## config.mk

```make
export PLATFORM = sky130hd
export DESIGN_NAME = clk_div_bank
export DESIGN_NICKNAME = d
export VERILOG_FILES = /design/src/rtl/clk_gen_pkg.sv /design/src/rtl/clk_div_chan.sv /design/src/rtl/clk_div_bank.sv
export SDC_FILE = /design/constraint.sdc
export NUM_CORES = 1
export LEC_CHECK = 0
export CAP_MARGIN = 20
export CORE_ASPECT_RATIO = 1.75
export CORE_MARGIN = 2
export CORE_UTILIZATION = 60
export DETAILED_ROUTE_END_ITERATION = 8
export PLACE_DENSITY = 0.82
export SLEW_MARGIN = 20
export SYNTH_ARGS = -nofsm -noshare
export SYNTH_HDL_FRONTEND = slang
export SYNTH_SLANG_ARGS = --single-unit
```

## constraint.sdc

```tcl
create_clock -name CLK -period 6.76 [get_ports CLK]
set_input_delay 2.028 -clock CLK [delete_from_list [all_inputs] [get_ports CLK]]
set_output_delay 2.028 -clock CLK [all_outputs]
set_load 0.02 [all_outputs]
```

## src/rtl/clk_gen_pkg.sv

```systemverilog
// Shared types and default divisors for the clock divider bank.
package clk_gen_pkg;

  typedef enum logic [1:0] {
    CH_IDLE = 2'd0,
    CH_RUN  = 2'd1,
    CH_STOP = 2'd2
  } ch_state_e;

  // Half-period divisors from the 50 MHz board clock.
  localparam logic [15:0] PX_DIV_DEF  = 16'd1;      // 25 MHz pixel clock
  localparam logic [15:0] I2C_DIV_DEF = 16'd10000;  // 2.5 kHz I2C clock

endpackage

```

## src/rtl/clk_div_chan.sv

```systemverilog
// One divider channel: down-counter, run/stop state, shadowed divisor and
// registered clk_out/tick.
module clk_div_chan
  import clk_gen_pkg::*;
#(
  parameter int unsigned      DIV_W       = 16,
  parameter logic [DIV_W-1:0] DIV_RST_VAL = {{(DIV_W-1){1'b0}}, 1'b1}
) (
  input  logic             CLK,
  input  logic             RST_n,
  input  logic             ch_en,
  input  logic             sync_restart,
  input  logic             wr_en,
  input  logic [DIV_W-1:0] wr_div,
  output logic             clk_out,
  output logic             tick,
  output logic             running
);

  ch_state_e        state_q, state_d;
  logic [DIV_W-1:0] cnt_q, cnt_d;
  logic [DIV_W-1:0] act_q, act_d;
  logic [DIV_W-1:0] pend_q, pend_d;
  logic             pvld_q, pvld_d;
  logic             clk_q, clk_d;
  logic             tick_q, tick_d;

  logic             term;
  logic [DIV_W-1:0] reload_div;
  logic             wr_direct;

  always_comb begin
    state_d    = state_q;
    cnt_d      = cnt_q;
    act_d      = act_q;
    pend_d     = pend_q;
    pvld_d     = pvld_q;
    clk_d      = clk_q;
    term       = (cnt_q == '0);
    reload_div = pvld_q ? pend_q : act_q;
    wr_direct  = 1'b0;

    if (sync_restart) begin
      if (pvld_q) begin
        act_d  = pend_q;
        pvld_d = 1'b0;
      end
      clk_d = 1'b0;
      if (ch_en && reload_div != '0) begin
        state_d = CH_RUN;
        cnt_d   = reload_div - DIV_W'(1);
      end else begin
        state_d = CH_IDLE;
        cnt_d   = '0;
      end
      wr_direct = (state_d == CH_IDLE);
    end else begin
      wr_direct = (state_q == CH_IDLE);
      case (state_q)
        CH_IDLE: begin
          if (ch_en && act_q != '0) begin
            state_d = CH_RUN;
            cnt_d   = act_q - DIV_W'(1);
          end
        end
        CH_RUN, CH_STOP: begin
          if (term) begin
            if (pvld_q) begin
              act_d  = pend_q;
              pvld_d = 1'b0;
            end
            cnt_d = reload_div - DIV_W'(1);
            clk_d = ~clk_q;
          end else begin
            cnt_d = cnt_q - DIV_W'(1);
          end
          // Disabling during the low phase stops at once; during the high
          // phase the high half completes before the channel parks.
          if (ch_en) begin
            state_d = CH_RUN;
          end else if (!clk_q || term) begin
            state_d = CH_IDLE;
            clk_d   = 1'b0;
            cnt_d   = '0;
          end else begin
            state_d = CH_STOP;
          end
        end
        default: begin
          state_d = CH_IDLE;
          clk_d   = 1'b0;
          cnt_d   = '0;
        end
      endcase
    end

    // Written after the terminal handling so a write in a reload cycle
    // still lands in the shadow for the next period.
    if (wr_en) begin
      if (wr_direct) begin
        act_d = wr_div;
      end else begin
        pend_d = wr_div;
        pvld_d = 1'b1;
      end
    end

    tick_d = clk_d & ~clk_q;
  end

  always_ff @(posedge CLK) begin
    if (!RST_n) begin
      state_q <= CH_IDLE;
      cnt_q   <= '0;
      act_q   <= DIV_RST_VAL;
      pend_q  <= '0;
      pvld_q  <= 1'b0;
      clk_q   <= 1'b0;
      tick_q  <= 1'b0;
    end else begin
      state_q <= state_d;
      cnt_q   <= cnt_d;
      act_q   <= act_d;
      pend_q  <= pend_d;
      pvld_q  <= pvld_d;
      clk_q   <= clk_d;
      tick_q  <= tick_d;
    end
  end

  assign clk_out = clk_q;
  assign tick    = tick_q;
  assign running = (state_q != CH_IDLE);

endmodule

```

## src/rtl/clk_div_bank.sv

```systemverilog
// Bank of programmable clock dividers sharing one config port; decodes
// divisor writes and fans them out to per-channel dividers.
module clk_div_bank
  import clk_gen_pkg::*;
#(
  parameter int unsigned               N_CH    = 2,
  parameter int unsigned               DIV_W   = 16,
  parameter logic [N_CH*DIV_W-1:0]     DIV_RST = {I2C_DIV_DEF, PX_DIV_DEF},
  localparam int unsigned              CH_W    = (N_CH > 1) ? $clog2(N_CH) : 1
) (
  input  logic             CLK,
  input  logic             RST_n,
  input  logic [N_CH-1:0]  ch_en,
  input  logic             sync_restart,
  input  logic             cfg_wr,
  input  logic [CH_W-1:0]  cfg_ch,
  input  logic [DIV_W-1:0] cfg_div,
  output logic             cfg_ack,
  output logic             cfg_err,
  output logic [N_CH-1:0]  clk_out,
  output logic [N_CH-1:0]  tick,
  output logic [N_CH-1:0]  running
);

  localparam logic [CH_W:0] N_CH_L = (CH_W + 1)'(N_CH);

  logic            cfg_ok;
  logic            cfg_ack_q, cfg_ack_d;
  logic            cfg_err_q, cfg_err_d;
  logic [N_CH-1:0] ch_wr;

  always_comb begin
    cfg_ok    = cfg_wr && ({1'b0, cfg_ch} < N_CH_L) && (cfg_div != '0);
    cfg_ack_d = cfg_ok;
    cfg_err_d = cfg_wr && !cfg_ok;
  end

  always_ff @(posedge CLK) begin
    if (!RST_n) begin
      cfg_ack_q <= 1'b0;
      cfg_err_q <= 1'b0;
    end else begin
      cfg_ack_q <= cfg_ack_d;
      cfg_err_q <= cfg_err_d;
    end
  end

  assign cfg_ack = cfg_ack_q;
  assign cfg_err = cfg_err_q;

  for (genvar g = 0; g < N_CH; g++) begin : g_ch
    assign ch_wr[g] = cfg_ok && (cfg_ch == CH_W'(g));

    clk_div_chan #(
      .DIV_W       (DIV_W),
      .DIV_RST_VAL (DIV_RST[g*DIV_W +: DIV_W])
    ) u_chan (
      .CLK          (CLK),
      .RST_n        (RST_n),
      .ch_en        (ch_en[g]),
      .sync_restart (sync_restart),
      .wr_en        (ch_wr[g]),
      .wr_div       (cfg_div),
      .clk_out      (clk_out[g]),
      .tick         (tick[g]),
      .running      (running[g])
    );
  end

endmodule

```

==> impl_results.md <==
- Net Sw Frac: 34.3%
- Largest family of logic cells by synthesized area: simple AND/OR/NAND/NOR gates
- Worst-skew pair later-pin latency: about 0.36 ns
- Post-CTS Setup Inserts: 0
- HPWL Detailed: about 15000 um
- Seq pwr share: 40.2%
- Largest net degree at the start of global routing: between 80 and 90
- Clock power frac: 31.4%
- Routed WL: approximately 21000 um
- Ys async rst share: 0%
- Clock slew at reported path FFs: 0.08 ns
- Mean post-synth cell area: 7.83 um2
- Mux share of post-synthesis cell area: 10.9%
- Area post-placement: approximately 7800 um2
- Met1 GRT Util: between 30% and 40%
- GPL Wtd Cong: between 0.9 and 1
- R2R setup slack: 2.83 ns
- Crit-path slowest cell: clkdlybuf4s50_1
- Final Hold Vio Count: 0
- Max-Slew Margin vs Limit: a little under a third
- P_leak: around 3 nW
- Yosys reg bits: about 110
- M2 GR Usage: a little under three fifths
- DRT iter0 DRCs: a little under 500
- Routed WL per cell: ~19 um
- PD cells: between 200 and 250 nW/um2
- CTS H-tree lvls: 3
- Post-synth EDFFs: 0
- Hold-fix buffers, CTS: 0
- Num CTS Buffers: 9
- Top Ports: 31
- Synth Area in XOR/XNOR: 9.56%
- Setup-failing EPs final: 0
- Post-Syn Area: ~7500 um2
- Total gr overflow: 0
- Die ar.: 13500 um2
- TritonRoute pass-1 iters: 5
- Synth top area cells: dfxtp_1, mux2i_1, xnor2_1, o21ai_0, nor2_1
- First-pass GRT wire length: between 30000 and 40000 um
- Port Buffers: 30
- Sequential share of the synthesized area: between 20% and 30%
- Mapped Nets: about 1000
- Simple-gate share of the synthesized area: 22.8%
- Max clock buf depth: 2
- Core Region: around 12000 um2
- Final nets: around 980
- Ys Warns: 0
- Crit-path cells: clkdlybuf4s50_1 -> a31oi_1 -> nand2b_1 -> mux2i_1 -> nand3_1 -> o31a_1
- Share of cells above drive strength 1: under 10%
- Total negative slack: 0 ns
- Min Clock Period, post-route: about 4.6 ns
- Vias: about 7100
- Chip Width: roughly 89 um
- Status: finished, final reports clean
- Maximum vdd drop: between 0.0001 and 0.00015 V
- Synth Area in Compound Gates: 20.3%
- Antenna viol nets, final: 0
- GR peak layer: met2
- Total global-route track usage: 31.7%
- ANT cells: 0
- Area Overhead vs Synth: 7.71%
- Vias in the first global route: 6998
- Syn Inst Count: 960
- Worst EP arrival: around 4.8 ns
- DRC Markers: 0
- Worst EP required: around 7.0 ns
- Synth Area in Adders: approximately 2.0%
- Cell internal pwr: around 1.2 mW
- Slowest stage delay, CP: around 0.79 ns
- Max Cap Viol: 0
- Crit path kind: input port to register
- CTS sink count: 108
- Area leader, netlist: dfxtp_1
- Met3 Use GR: 3.59%
- HP Class: register to register
- Initial antenna violation count: 0
- Worst path bufs/invs: 1
- Initial core utilization: roughly 60%
- DIE HEIGHT: around 150 um
- RSZ-0062 raised after global routing: false
- Via/cell ratio: between 6 and 7
- TritonCTS clock tree: built
- Top FF cell, synth: dfxtp_1
- Clock root cell: clkbuf_16
- Slew @ Worst Pin: 1.02 ns
- Distinct cell type count after synthesis: between 60 and 70
- Max frequency: between 200 and 250 MHz
- Combinational share of power: between 20% and 30%
- Worst Setup End Kind: register
- Final instance area: 8090 um2
- Switching pwr: 621 uW
- Final worst path period share: between 60% and 70%
- Largest delay contributor family on the critical path: compound AO/OA/AOI/OAI gates
- Crit Path Max Fanout: 15
- CTS resizes: 0
- Skew final: around 0.0092 ns
- Final Slew Violations: 0
- Post-synth top area share: roughly 29%
- Core Rows: 54
- Startpoint class of the critical path: input port
final timing paths:
path,startpoint,end,cells after the start
max,sync_restart,g_ch[1].u_chan.act_q[8],6
min,g_ch[0].u_chan.pend_q[15],g_ch[0].u_chan.pend_q[15],2
max reg2reg,g_ch[0].u_chan.cnt_q[0],g_ch[0].u_chan.cnt_q[7],11
min reg2reg,g_ch[0].u_chan.pend_q[15],g_ch[0].u_chan.pend_q[15],2
per-stage QoR:
step           hold WS, ns  worst slack, ns  cells  power, mW  util, %
6_report             0.473             2.18   1115       1.81     65.5
2_1_floorplan        0.438             3.28    960       1.12        -
3_3_place_gp         0.454             2.02   1099       1.24     62.8
5_1_grt              0.505             2.01   1115       1.89     65.5
4_1_cts              0.476             2.25   1115       1.81     65.4
3_5_place_dp         0.462             1.92   1099       1.24     62.8
power groups by stage:
stage	Combinational, mW	Sequential (mW)	Clock [mW]
CTS	0.506	0.727	0.574
detailed placement	0.500	0.742	0
finish	0.516	0.728	0.569
global route	0.563	0.735	0.595
floorplan	0.397	0.720	0
global placement	0.496	0.740	0
cell families after synthesis:
logic type | count (synthesis)
XOR/XNOR | 82
AND/OR/NAND/NOR | 351
AO/OA/AOI/OAI | 238
adder cells (fa/ha/maj) | 12
multiplexers | 80
flip-flops | 108
buffers and inverters | 89
sequential cells by signal, indices dropped and copies added (netlist names):
signal / flops
g_ch.u_chan.tick: 2
g_ch.u_chan.cnt_q: 32
cfg_ack: 1
g_ch.u_chan.act_q: 32
cfg_err: 1
g_ch.u_chan.clk_out: 2
g_ch.u_chan.pend_q: 32
g_ch.u_chan.pvld_q: 2
g_ch.u_chan.state_q: 4
Yosys cell counts, drive strengths merged, types with 9 or more instances:
master  instances
a21oi          56
inv            16
or4            11
xor2           35
nor2           98
a221oi          9
xnor2          47
nand3          43
nand2          81
a211oi         18
nor3b          13
nor3           50
mux2i          63
nor4           20
ha             12
mux2           17
buf            26
a31oi           9
clkbuf         47
o21ai          89
dfxtp         108
metal layers:
layer | wire [um] | vias to the layer above | share of wire, %
met5 | 0 | - | 0
li1 | - | 3453 | -
met3 | 795 | 105 | 3.8
met2 | 11000 | 247 | 52
met1 | 7590 | 3300 | 36
met4 | 1610 | 0 | 7.7
layout make-up:
class	count	area, um2
multi-input combinational	763	4940
fill	1090	4270
sequential	108	2160
timing repair buffer	44	400
clock buffer	11	253
tap	168	210
clock inverter	5	66.3
inverter	16	60.1
tightest hold or removal path, delay by kind of cell (launching register included):
| family | cells | cell delay (ns) |
|---|---|---|
| compound gates | 1 | 0.06 |
| simple gates | 1 | 0.05 |
| flops | 1 | 0.32 |
placed cells by master (no fill, tap or decap), types with 13 or more instances in the layout:
cell             netlist  layout
a21oi_1               55      55
buf_4                  9      14
clkdlybuf4s50_1        0      29
dfxtp_1              108     108
inv_1                 16      16
mux2_2                17      17
mux2i_1               63      63
nand2_1               81      81
nand3_1               43      43
nor2_1                98      98
nor3_1                49      49
nor3b_1               13      13
nor4_1                20      20
o21ai_0               82      82
xnor2_1               47      47
xor2_1                35      35
Note: power is estimated with default switching activity, not from simulation.
